==> src/rtl/sram_arbiter_if.sv <==
// Requester-side bus of the shared SRAM arbiter: flattened per-port request
// fields, one-hot grant, one-hot read strobe and shared read data.
interface sram_arbiter_if #(
  parameter int NUM_REQ    = 2,
  parameter int ADDR_WIDTH = 8,
  parameter int DATA_WIDTH = 64
);
  logic [NUM_REQ-1:0]            req_valid;
  logic [NUM_REQ-1:0]            req_write;
  logic [NUM_REQ*ADDR_WIDTH-1:0] req_addr;
  logic [NUM_REQ*DATA_WIDTH-1:0] req_wdata;
  logic [NUM_REQ-1:0]            req_ready;
  logic [NUM_REQ-1:0]            resp_valid;
  logic [DATA_WIDTH-1:0]         resp_rdata;

  modport master (
    output req_valid, req_write, req_addr, req_wdata,
    input  req_ready, resp_valid, resp_rdata
  );

  modport slave (
    input  req_valid, req_write, req_addr, req_wdata,
    output req_ready, resp_valid, resp_rdata
  );
endinterface

==> src/rtl/sram_arbiter.sv <==
// Round-robin arbiter sharing one single-port SRAM between NUM_REQ requesters;
// one access per cycle, reads return 2 cycles after grant to the issuing port.
module sram_arbiter #(
  parameter int NUM_REQ    = 2,
  parameter int ADDR_WIDTH = 8,
  parameter int DATA_WIDTH = 64
) (
  input  logic                  clk,
  input  logic                  rst,
  sram_arbiter_if.slave         bus,
  output logic [ADDR_WIDTH-1:0] sram_addr,
  output logic [DATA_WIDTH-1:0] sram_data,
  output logic                  sram_write_req,
  input  logic [DATA_WIDTH-1:0] sram_q
);
  localparam int ID_W = (NUM_REQ > 1) ? $clog2(NUM_REQ) : 1;

  logic [ID_W-1:0]       rr_ptr;
  logic [ID_W-1:0]       gnt_id;
  logic [ID_W-1:0]       rr_next;
  logic [NUM_REQ-1:0]    gnt;
  logic                  granted;
  logic                  s1_vld;
  logic [ID_W-1:0]       s1_id;
  logic [NUM_REQ-1:0]    resp_valid_q;
  logic [DATA_WIDTH-1:0] resp_rdata_q;

  // Search starts at rr_ptr and wraps; the first valid port wins.
  always_comb begin
    logic [ID_W-1:0] cand;
    cand    = '0;
    gnt     = '0;
    gnt_id  = '0;
    granted = 1'b0;
    if (!rst) begin
      for (int unsigned i = 0; i < NUM_REQ; i++) begin
        cand = ID_W'((32'(rr_ptr) + i) % NUM_REQ);
        if (!granted && bus.req_valid[cand]) begin
          granted = 1'b1;
          gnt_id  = cand;
        end
      end
    end
    if (granted) gnt[gnt_id] = 1'b1;
  end

  always_comb begin
    rr_next = (32'(gnt_id) == 32'(NUM_REQ - 1)) ? '0 : gnt_id + 1'b1;
  end

  assign bus.req_ready  = gnt;
  assign sram_addr      = bus.req_addr[gnt_id*ADDR_WIDTH +: ADDR_WIDTH];
  assign sram_data      = bus.req_wdata[gnt_id*DATA_WIDTH +: DATA_WIDTH];
  assign sram_write_req = granted & bus.req_write[gnt_id];

  // Stage 1 tracks the read while the SRAM produces q; stage 2 registers q.
  always_ff @(posedge clk) begin
    if (rst) begin
      rr_ptr       <= '0;
      s1_vld       <= 1'b0;
      s1_id        <= '0;
      resp_valid_q <= '0;
      resp_rdata_q <= '0;
    end else begin
      if (granted) rr_ptr <= rr_next;
      s1_vld       <= granted & ~bus.req_write[gnt_id];
      s1_id        <= gnt_id;
      resp_valid_q <= s1_vld ? (NUM_REQ'(1) << s1_id) : '0;
      if (s1_vld) resp_rdata_q <= sram_q;
    end
  end

  assign bus.resp_valid = resp_valid_q;
  assign bus.resp_rdata = resp_rdata_q;
endmodule

==> src/flat_wrapper.sv <==
// flat-port wrapper written by rule: the top's interface ports become plain ports
module sram_arbiter_flat 
#(
  parameter int NUM_REQ    = 2,
  parameter int ADDR_WIDTH = 8,
  parameter int DATA_WIDTH = 64
)
  (clk, rst, sram_addr, sram_data, sram_write_req, sram_q, bus_req_valid, bus_req_write, bus_req_addr, bus_req_wdata, bus_req_ready, bus_resp_valid, bus_resp_rdata);
  sram_arbiter_if #(.NUM_REQ(NUM_REQ), .ADDR_WIDTH(ADDR_WIDTH), .DATA_WIDTH(DATA_WIDTH)) bus_i ();
  input  logic clk;
  input  logic rst;
  output logic [ADDR_WIDTH-1:0] sram_addr;
  output logic [DATA_WIDTH-1:0] sram_data;
  output logic sram_write_req;
  input  logic [DATA_WIDTH-1:0] sram_q;
  input wire logic [$bits(bus_i.req_valid)-1:0] bus_req_valid;
  input wire logic [$bits(bus_i.req_write)-1:0] bus_req_write;
  input wire logic [$bits(bus_i.req_addr)-1:0] bus_req_addr;
  input wire logic [$bits(bus_i.req_wdata)-1:0] bus_req_wdata;
  output wire logic [$bits(bus_i.req_ready)-1:0] bus_req_ready;
  output wire logic [$bits(bus_i.resp_valid)-1:0] bus_resp_valid;
  output wire logic [$bits(bus_i.resp_rdata)-1:0] bus_resp_rdata;
  assign bus_i.req_valid = bus_req_valid;
  assign bus_i.req_write = bus_req_write;
  assign bus_i.req_addr = bus_req_addr;
  assign bus_i.req_wdata = bus_req_wdata;
  assign bus_req_ready = bus_i.req_ready;
  assign bus_resp_valid = bus_i.resp_valid;
  assign bus_resp_rdata = bus_i.resp_rdata;
  sram_arbiter #(.NUM_REQ(NUM_REQ), .ADDR_WIDTH(ADDR_WIDTH), .DATA_WIDTH(DATA_WIDTH)) u_core (.clk(clk), .rst(rst), .bus(bus_i), .sram_addr(sram_addr), .sram_data(sram_data), .sram_write_req(sram_write_req), .sram_q(sram_q));
endmodule
==> config.mk <==
export PLATFORM = sky130hd
export DESIGN_NAME = sram_arbiter_flat
export DESIGN_NICKNAME = d
export VERILOG_FILES = /design/src/rtl/sram_arbiter_if.sv /design/src/rtl/sram_arbiter.sv /design/src/flat_wrapper.sv
export SDC_FILE = /design/constraint.sdc
export NUM_CORES = 1
export LEC_CHECK = 0
export ABC_AREA = 1
export CAP_MARGIN = 20
export CORE_AREA = 2 2 136 138
export CTS_CLUSTER_DIAMETER = 200
export DETAILED_ROUTE_END_ITERATION = 7
export DIE_AREA = 0 0 138 140
export GPL_ROUTABILITY_DRIVEN = 0
export PLACE_DENSITY = 0.55
export SLEW_MARGIN = 20
export SYNTH_ARGS = -nofsm -noshare
export SYNTH_HDL_FRONTEND = slang
export SYNTH_SLANG_ARGS = --single-unit
==> constraint.sdc <==
create_clock -name clk -period 1.2 [get_ports clk]
set_input_delay 0.18 -clock clk [delete_from_list [all_inputs] [get_ports clk]]
set_output_delay 0.18 -clock clk [all_outputs]
set_load 0.01 [all_outputs]
==> run_results.csv, run 1 <==
group,metric,value,unit
run_status,outcome,"complete, but fails checks",
run_status,violations,"negative setup slack",
pwr,switching_share,0.2792,
cells_and_area,layout-drive-gt1-share,0.2627,
cells_and_area,final_common_cell,"clkdlybuf4s50_1",
cts,clkSlewWorstSetupHoldPaths,0.05,ns
cts,hold_buffers,0,
timing,fmax,579.4,MHz
drt,drtPass1Iterations,4,
cells_and_area,final_cell_mix,"clkdlybuf4s50_1 (210), nand2_1 (133), nor2_1 (130)",
yosys,synth_seq_cells,69,
grt,antenna_found_initial,0,
yosys,ys_types,17,
place,dp_slack,-0.9852,ns
pwr,fin_total_pwr,7.637,mW
floorplanning,initial_core_util,0.1890,
yosys,syn-num-nets,753,
yosys,synth_area,0.003359,mm^2
drt,vias_per_cell,4.075,
drt,vias,4703,
setup_path,cp.arrival,1.55,ns
pwr,p_switching,2.132,mW
setup_path,cpPeakStageDelay,0.32,ns
yosys,post_synth.cell_area_avg,6.233,um^2
pwr,vdd_drop_max,0.9327,mV
pwr,internal-power,5.505,mW
timing,clock-skew-final,0.005017,ns
floorplanning,die_h,140,um
timing,setup_viol,75,
floorplanning,io_pins,355,
cts,cts_sinks,69,
flow_run,max-cap-violations,0,
timing,holdWs,0.3185,ns
yosys,yosysWarnings,0,
worst_hold_path,holdCritPathClass,"input port to flip-flop",
pwr,clockPowerShare,0.335,
grt,grt_pass1_vias,4682,
place,io_buffers,354,
cts,htreeDepth,3,
floorplanning,die-area,0.01932,mm^2
setup_path,cp-startpoint,"u_core.rr_ptr$_SDFFE_PP0P_",
grt,overflow,0,
grt,grtUsageTotal,0.1807,
setup_path,reg2reg_from,"u_core.rr_ptr$_SDFFE_PP0P_",
setup_path,worst_path_max_delay_cell,"dfxtp_2",
cells_and_area,antenna_cells,0,
timing,finalCritPeriodShare,1.438,
yosys,async_reset_ff_frac,0,
floorplanning,placeableCoreArea,0.01778,mm^2
drt,wire_per_inst,16.15,um
drt,drt_iter0_markers,163,
cts,clock_latency,0.33,ns
setup_path,crit_fanout,5,
setup_path,critPathBufInv,6,
timing,slew_headroom,0.7020,
cells_and_area,postLayoutCoreUtil,0.4562,
cts,cts_tree,"built",
setup_path,crit_required,1.02,ns
timing,hold_viol,0,
drt,drc,0,
yosys,ys.flop_type,"dfxtp_1",
yosys,synth_edf_count,0,
setup_path,startpoint_type,"flip-flop",
pwr,powerDensity,941.5,mW/mm^2
worst_hold_path,hold_start,"bus_req_valid[1]",
setup_path,crit_family,"buffers and inverters",
yosys,yosysSeqAreaShare,0.4112,
cts,cts-root-buf,"clkbuf_16",
grt,grt_pass1_wl,27320,um
cells_and_area,nNetsFinal,1135,
pwr,pwr-share-comb,0.333,
timing,tightestPinTransition,0.4423,ns
setup_path,crit_top_cell,"buf_12",
cts,cts_buffers,9,
grt,grt_max_degree,66,
setup_path,critPathKind,"flip-flop to primary output",
floorplanning,num_rows,49,
yosys,synthCells,539,
drt,wirelength,18630,um
floorplanning,fp.dieW,138,um
place,dpl.hpwl,13210,um
setup_path,path_cells,"inv_2, nand2_4, nand2_8, inv_8, buf_12, buf_12, buf_16, nand2_2, nand2_1, buf_2",
timing,maxSlewViolCount,0,
timing,min_period,1.726,ns
timing,fin_ws,-0.5258,ns
cts,clockBufferDepth,2,
cells_and_area,syn_to_final_growth,141.5,%
timing,rsz0062_at_grt,"yes",
pwr,seqPwrFrac,0.332,
pwr,power.leakage,3.987,nW
cells_and_area,n_fill_cell,1819,
setup_path,critPathCaptureType,"primary output",
drt,ant_nets,0,
## cell families (layout without fill, tap and decap cells)
group           count (synthesis)  after routing  synth area share
compound gates                 66             66           0.09832
buf+inv                        45            431           0.08455
flops                          69             69            0.4112
simple gates                  359            359            0.4060
## flip-flops by register name (all words and copies together), names as in the netlist
register	cells
u_core.bus.resp_rdata	64
u_core.bus.resp_valid	2
u_core.rr_ptr	1
u_core.s1_id	1
u_core.s1_vld	1
## layer usage
metal	up-vias	GRT usage	wire [um]
li1	2421	-	-
met1	2056	0.2155	7692
met2	202	0.3132	9213
met3	24	0.05778	1289
met4	0	0.04995	437
met5	-	0	0
## what timing repair did
item,CTS,global route
endpoints found under the hold margin,0,0
setup endpoints to repair,206,76
gates cloned,9,1
gates resized for setup,485,77
buffers inserted,19,4
pin swaps,10,29
## cells in the mapped netlist, types with 2 or more instances
| master | instances | area [um^2] |
|---|---|---|
| o21ai_0 | 51 | 255.2 |
| nand3_1 | 2 | 10.01 |
| nor2_1 | 131 | 491.7 |
| buf_2 | 8 | 40.04 |
| inv_1 | 6 | 22.52 |
| clkbuf_1 | 9 | 33.78 |
| dfxtp_1 | 69 | 1381 |
| o21ai_1 | 14 | 70.07 |
| buf_4 | 12 | 90.09 |
| inv_2 | 2 | 7.510 |
| buf_6 | 8 | 90.09 |
| nand2_1 | 222 | 833.3 |
## power by group through the flow
stage / logic [mW] / clock network [mW] / registers, mW
finish: 2.55 / 2.56 / 2.54
global route: 2.73 / 2.73 / 2.56
CTS: 2.42 / 2.67 / 2.54
detailed placement: 2.37 / 0 / 2.59
global placement: 2.39 / 0 / 2.58
floorplan: 0.670 / 0 / 2.66
## final timing paths
| path | endpoint | slack, ns | cells past startpoint |
|---|---|---|---|
| setup / recovery | sram_data[50] | -0.53 | 10 |
| hold / removal | u_core.rr_ptr$_SDFFE_PP0P_ | 0.32 | 4 |
| setup reg to reg | u_core.s1_vld$_SDFF_PP0_ | 0.09 | 8 |
| hold reg to reg | u_core.bus.resp_valid[0]$_SDFF_PP0_ | 0.45 | 1 |
## through the flow
| stage | cell area [um^2] | std cells | TNS [ns] |
|---|---|---|---|
| finish | 8112 | 1154 | -35.32 |
| global route | 8112 | 1154 | -41.64 |
| floorplan | 3359 | 539 | 0 |
| global placement | 7192 | 1109 | -100.30 |
| detailed placement | 7192 | 1109 | -102.31 |
| CTS | 7810 | 1151 | -35.27 |
## area by class of cell
| type | count | area, um^2 | share of cell area |
|---|---|---|---|
| timing repair buffer | 408 | 4074 | 0.5022 |
| multi-input combinational | 425 | 2048 | 0.2525 |
| sequential | 69 | 1384 | 0.1706 |
| tap | 229 | 286.5 | 0.03532 |
| clock buffer | 10 | 229.0 | 0.02823 |
| clock inverter | 5 | 52.55 | 0.006478 |
| inverter | 8 | 37.54 | 0.004627 |
## worst register-to-register path, stage by stage (launching register included)
cell and delay, ns:
dfxtp_2 0.32, inv_2 0.07, nand2_4 0.07, buf_4 0.14, buf_4 0.12, buf_4 0.13, nand3_1 0.07, nand2_1 0.05
nor2_1 0.07
No activity file was read; power rests on OpenSTA's default activity.
==> run 2, diff against run 1 <==
--- a/config.mk
+++ b/config.mk
@@ -12,7 +12,7 @@
 export DETAILED_ROUTE_END_ITERATION = 7
 export DIE_AREA = 0 0 138 140
 export GPL_ROUTABILITY_DRIVEN = 0
-export PLACE_DENSITY = 0.55
+export PLACE_DENSITY_LB_ADDON = 0.08
 export SLEW_MARGIN = 20
 export SYNTH_ARGS = -nofsm -noshare
 export SYNTH_HDL_FRONTEND = slang
==> run 2 against run 1 <==
The flow still finishes with violations (negative setup slack). Total power shrank 0.61%. Fmax grew 2.4%. Register-to-register slack gained 0.10 ns. Design area shrank 2.8%. Sequential cell count is the same. Largest cell class unchanged.
==> run_results.csv, run 2 (same netlist as run 1, synthesis figures left out) <==
group,metric,value,unit
timing,finalCritPeriodShare,1.404,
cells_and_area,nNetsFinal,1115,
timing,hold_viol,0,
run_status,violations,"negative setup slack",
cts,cts_sinks,69,
cells_and_area,syn_to_final_growth,134.6,%
cells_and_area,layout-drive-gt1-share,0.2362,
cts,cts-root-buf,"clkbuf_16",
timing,min_period,1.685,ns
flow_run,max-cap-violations,0,
cells_and_area,final_cell_mix,"clkdlybuf4s50_1 (210), nand2_1 (140), nor2_1 (130)",
place,dpl_cell_area,0.007157,mm^2
worst_hold_path,holdCritPathClass,"input port to flip-flop",
drt,vias,4673,
place,io_buffers,354,
cts,clock_latency,0.33,ns
drt,ant_nets,0,
setup_path,critPathCaptureType,"primary output",
drt,drc,0,
run_status,outcome,"complete, but fails checks",
timing,rsz0062_at_grt,"yes",
drt,drt_iter0_markers,202,
cts,clockBufferDepth,2,
cells_and_area,final_common_cell,"clkdlybuf4s50_1",
cts,htreeDepth,3,
setup_path,cpPeakStageDelay,0.32,ns
grt,grtUsageTotal,0.1810,
setup_path,cp.arrival,1.51,ns
drt,wirelength,18000,um
floorplanning,die_h,140,um
setup_path,crit_required,1.02,ns
setup_path,crit_fanout,6,
timing,tightestPinTransition,0.4871,ns
floorplanning,io_pins,355,
timing,clock-skew-final,0.003683,ns
drt,wire_per_inst,15.86,um
grt,grt_pass1_wl,27600,um
drt,vias_per_cell,4.117,
setup_path,critPathKind,"flip-flop to primary output",
floorplanning,fp.dieW,138,um
timing,slew_headroom,0.6719,
timing,fmax,593.5,MHz
cts,cts_tree,"built",
place,dpl.hpwl,13670,um
timing,finalSetupTns,-31.84,ns
pwr,vdd_drop_max,0.6284,mV
pwr,powerDensity,963.0,mW/mm^2
floorplanning,num_rows,49,
timing,setup_viol,75,
grt,grt_max_degree,66,
setup_path,crit_top_cell,"nand2_1",
cells_and_area,finalInstanceArea,0.007883,mm^2
setup_path,worst_path_max_delay_cell,"dfxtp_2",
cells_and_area,antenna_cells,0,
grt,antenna_found_initial,0,
floorplanning,initial_core_util,0.1890,
timing,maxSlewViolCount,0,
floorplanning,placeableCoreArea,0.01778,mm^2
setup_path,startpoint_type,"flip-flop",
floorplanning,die-area,0.01932,mm^2
grt,overflow,0,
drt,drtPass1Iterations,4,
cells_and_area,largest_register_ffs,64,
cts,clkSlewWorstSetupHoldPaths,0.05,ns
setup_path,path_cells,"inv_2, nand2_4, nand2_8, clkinv_8, buf_12, buf_8, nand2_1, nand2_1, buf_2",
pwr,power.leakage,3.912,nW
cts,cts_buffers,9,
timing,fin_ws,-0.4850,ns
grt,grt_pass1_vias,4902,
==> run 2: cell count changes in the layout (fill, tap and decap cells not counted), moves of 4 or more <==
cell,before,now
nand2_2,67,59
buf_2,45,31
nand2_1,133,140
buf_4,17,13
buf_16,9,3
==> run 2: worst max-delay path, delay by kind of cell (launching register included) <==
family | cells | cell delay, ns
buffers and inverters | 5 | 0.56
DFF | 1 | 0.32
and+or+nand+nor | 4 | 0.30
==> run 2: metrics by stage <==
stage | hold slack, ns | setup slack (ns) | util | std cells | power (mW)
after global placement | 0.4434 | -0.9729 | 0.4025 | 1101 | 4.950
after CTS | 0.2912 | -0.5336 | 0.4195 | 1133 | 7.515
after floorplan | 0.2491 | 0.04442 | - | 539 | 3.331
final | 0.3057 | -0.4850 | 0.4434 | 1135 | 7.591
after global routing | 0.3761 | -0.5505 | 0.4434 | 1135 | 8.000
after detailed placement | 0.4350 | -0.9998 | 0.4025 | 1101 | 4.966
==> run 2: repair_timing <==
item | CTS | global route
cloned | 4 | 1
pin swaps | 8 | 22
buffers inserted | 12 | 3
resized for setup | 440 | 122
hold buffers | 0 | 0
endpoints found under the setup margin | 206 | 77
==> run 2: layout make-up <==
type / instances / area, um^2
clock buffer: 12 / 236.5
clock inverter: 4 / 48.80
fill: 1800 / 9897
inverter: 8 / 42.54
multi-input combinational: 425 / 2031
sequential: 69 / 1384
tap: 229 / 286.5
timing repair buffer: 388 / 3854
==> run 2: metal layers <==
metal	share of wire	wire length, um	vias to the layer above	global-route usage
met1	0.38	6817	2065	0.1963
met5	0	0	-	0
met2	0.52	9330	199	0.3299
li1	-	-	2379	-
met4	0.025	454	0	0.05639
met3	0.078	1396	30	0.06462
==> run 2: final timing paths <==
kind | from | endpoint | slack [ns] | cells past startpoint
worst max-delay path | u_core.rr_ptr$_SDFFE_PP0P_ | sram_data[25] | -0.49 | 9
worst min-delay path | bus_req_valid[1] | u_core.rr_ptr$_SDFFE_PP0P_ | 0.31 | 4
worst max register to register | u_core.rr_ptr$_SDFFE_PP0P_ | u_core.s1_vld$_SDFF_PP0_ | 0.19 | 7
worst min register to register | u_core.s1_id$_SDFF_PP0_ | u_core.bus.resp_valid[0]$_SDFF_PP0_ | 0.43 | 1
==> run 2: power by group <==
group	internal, mW	switching, mW
clock network	1.61	0.991
logic	1.40	1.05
registers	2.46	0.0731
total	5.47	2.12
==> run 3, diff against run 2 <==
--- a/config.mk
+++ b/config.mk
@@ -12,6 +12,7 @@
 export DETAILED_ROUTE_END_ITERATION = 7
 export DIE_AREA = 0 0 138 140
 export GPL_ROUTABILITY_DRIVEN = 0
+export MAX_ROUTING_LAYER = met4
 export PLACE_DENSITY_LB_ADDON = 0.08
 export SLEW_MARGIN = 20
 export SYNTH_ARGS = -nofsm -noshare
==> run 3 against run 2 <==
The run still ends with negative setup slack left. Total power decreased by 0.18%. Setup slack improved by 0.0093 ns. Cell count about the same. Critical path type unchanged. Non-clock buffer count is 1 higher. Die area did not move. Highest routed layer unchanged. Routed wire length grew 1.1%.
==> run_results.csv, run 3 (same netlist as run 1, synthesis figures left out) <==
group,metric,value,unit
cts,cts_sinks,69,
setup_path,crit_required,1.02,ns
timing,min_period,1.676,ns
timing,fmax,596.8,MHz
timing,fin_ws,-0.4757,ns
cells_and_area,final_common_cell,"clkdlybuf4s50_1",
place,dp_cells,1101,
grt,antenna_found_initial,0,
floorplanning,num_rows,49,
timing,clock-skew-final,0.005176,ns
pwr,pwr-share-comb,0.323,
cells_and_area,n_fill_cell,1801,
grt,grtUsageTotal,0.1865,
cts,htreeDepth,3,
place,dpl.hpwl,13670,um
timing,rsz0062_at_grt,"yes",
pwr,powerDensity,962.2,mW/mm^2
cts,cts-root-buf,"clkbuf_16",
cts,clock_latency,0.33,ns
setup_path,critPathCaptureType,"primary output",
floorplanning,die_h,140,um
pwr,clockPowerShare,0.343,
worst_hold_path,hold_start,"bus_req_valid[1]",
cells_and_area,syn_to_final_growth,134.4,%
cts,clockBufferDepth,2,
setup_path,cp-startpoint,"u_core.rr_ptr$_SDFFE_PP0P_",
pwr,fin_total_pwr,7.577,mW
pwr,p_switching,2.113,mW
drt,ant_nets,0,
worst_hold_path,hold_depth,4,
flow_run,max-cap-violations,0,
drt,wirelength,18200,um
grt,grt_pass1_wl,27560,um
setup_path,startpoint_type,"flip-flop",
setup_path,reg2reg_from,"u_core.rr_ptr$_SDFFE_PP0P_",
grt,grt_pass1_vias,4931,
pwr,power.leakage,3.902,nW
cells_and_area,largest_register_ffs,64,
cts,cts_buffers,9,
place,dp_slack,-0.9998,ns
drt,vias_per_cell,4.179,
timing,maxSlewViolCount,0,
timing,hold_viol,0,
cells_and_area,nNetsFinal,1116,
pwr,seqPwrFrac,0.335,
floorplanning,die-area,0.01932,mm^2
setup_path,critPathKind,"flip-flop to primary output",
floorplanning,placeableCoreArea,0.01778,mm^2
grt,grt_max_degree,66,
drt,drt_iter0_markers,173,
pwr,vdd_drop_max,0.6288,mV
cells_and_area,layout-drive-gt1-share,0.2470,
cells_and_area,fin_cells,1136,
grt,overflow,0,
drt,drc,0,
cts,hold_buffers,0,
setup_path,crit_fanout,7,
timing,finalSetupTns,-30.55,ns
floorplanning,initial_core_util,0.1890,
run_status,outcome,"complete, but fails checks",
setup_path,r2r.worst_path.cells,8,
timing,finalCritPeriodShare,1.396,
timing,tightestPinTransition,0.4904,ns
drt,wire_per_inst,16.02,um
setup_path,cp.arrival,1.50,ns
cts,cts_tree,"built",
cells_and_area,final_cell_mix,"clkdlybuf4s50_1 (210), nand2_1 (131), nor2_1 (130)",
place,io_buffers,354,
timing,setup_viol,75,
timing,slew_headroom,0.6696,
drt,vias,4747,
worst_hold_path,holdCritPathClass,"input port to flip-flop",
cells_and_area,antenna_cells,0,
cts,clkSlewWorstSetupHoldPaths,0.05,ns
floorplanning,fp.dieW,138,um
floorplanning,io_pins,355,
pwr,internal-power,5.464,mW
drt,drtPass1Iterations,4,
pwr,switching_share,0.2789,
run_status,violations,"negative setup slack",
## run 3: cell type report
type                            count  area [um^2]  share of cell area
Timing Repair Buffer              389         3864              0.4906
Multi-Input combinational cell    425         2013              0.2556
Sequential cell                    69         1384              0.1757
Tap cell                          229        286.5             0.03638
Clock buffer                       12        236.5             0.03003
Clock inverter                      4        48.80            0.006196
Inverter                            8        42.54            0.005402
## run 3: timing repair
action / CTS / global route
gates resized for setup: 440 / 121
gates cloned: 4 / 3
setup endpoints to repair: 206 / 79
pin swaps: 8 / 26
buffers inserted: 12 / 3
## run 3: worst max-delay path, stage by stage (launching register included)
cell      delay (ns)
dfxtp_2         0.32
inv_2           0.06
nand2_4         0.07
nand2_8         0.10
clkinv_8        0.09
buf_12          0.15
buf_8           0.13
nand2_2         0.05
nand2_1         0.06
buf_2           0.14
## run 3: worst paths after layout
path,to,slack (ns)
worst max-delay path,sram_data[22],-0.48
worst min-delay path,u_core.rr_ptr$_SDFFE_PP0P_,0.30
worst max register to register,u_core.s1_vld$_SDFF_PP0_,0.07
worst min register to register,u_core.bus.resp_valid[0]$_SDFF_PP0_,0.43
## run 3: stage by stage
step | hold WS [ns] | util | area, um^2
2_1_floorplan | 0.2491 | - | 3359
3_3_place_gp | 0.4434 | 0.4025 | 7157
3_5_place_dp | 0.4350 | 0.4025 | 7157
4_1_cts | 0.2912 | 0.4195 | 7458
5_1_grt | 0.3617 | 0.4429 | 7875
6_report | 0.2966 | 0.4429 | 7875
## run 3: metal layers
layer / routed length [um] / up-vias / GRT usage
met3: 1282 / 29 / 0.05504
met5: 0 / - / -
met1: 7011 / 2131 / 0.1999
met2: 9454 / 203 / 0.3309
met4: 450 / 0 / 0.06122
li1: - / 2384 / -
## run 3: power groups by stage
stage               clock network [mW]  logic, mW  registers (mW)
finish                            2.60       2.45            2.54
global route                      2.79       2.64            2.56
detailed placement                   0       2.38            2.59
floorplan                            0      0.670            2.66
global placement                     0       2.37            2.58
CTS                               2.69       2.29            2.54
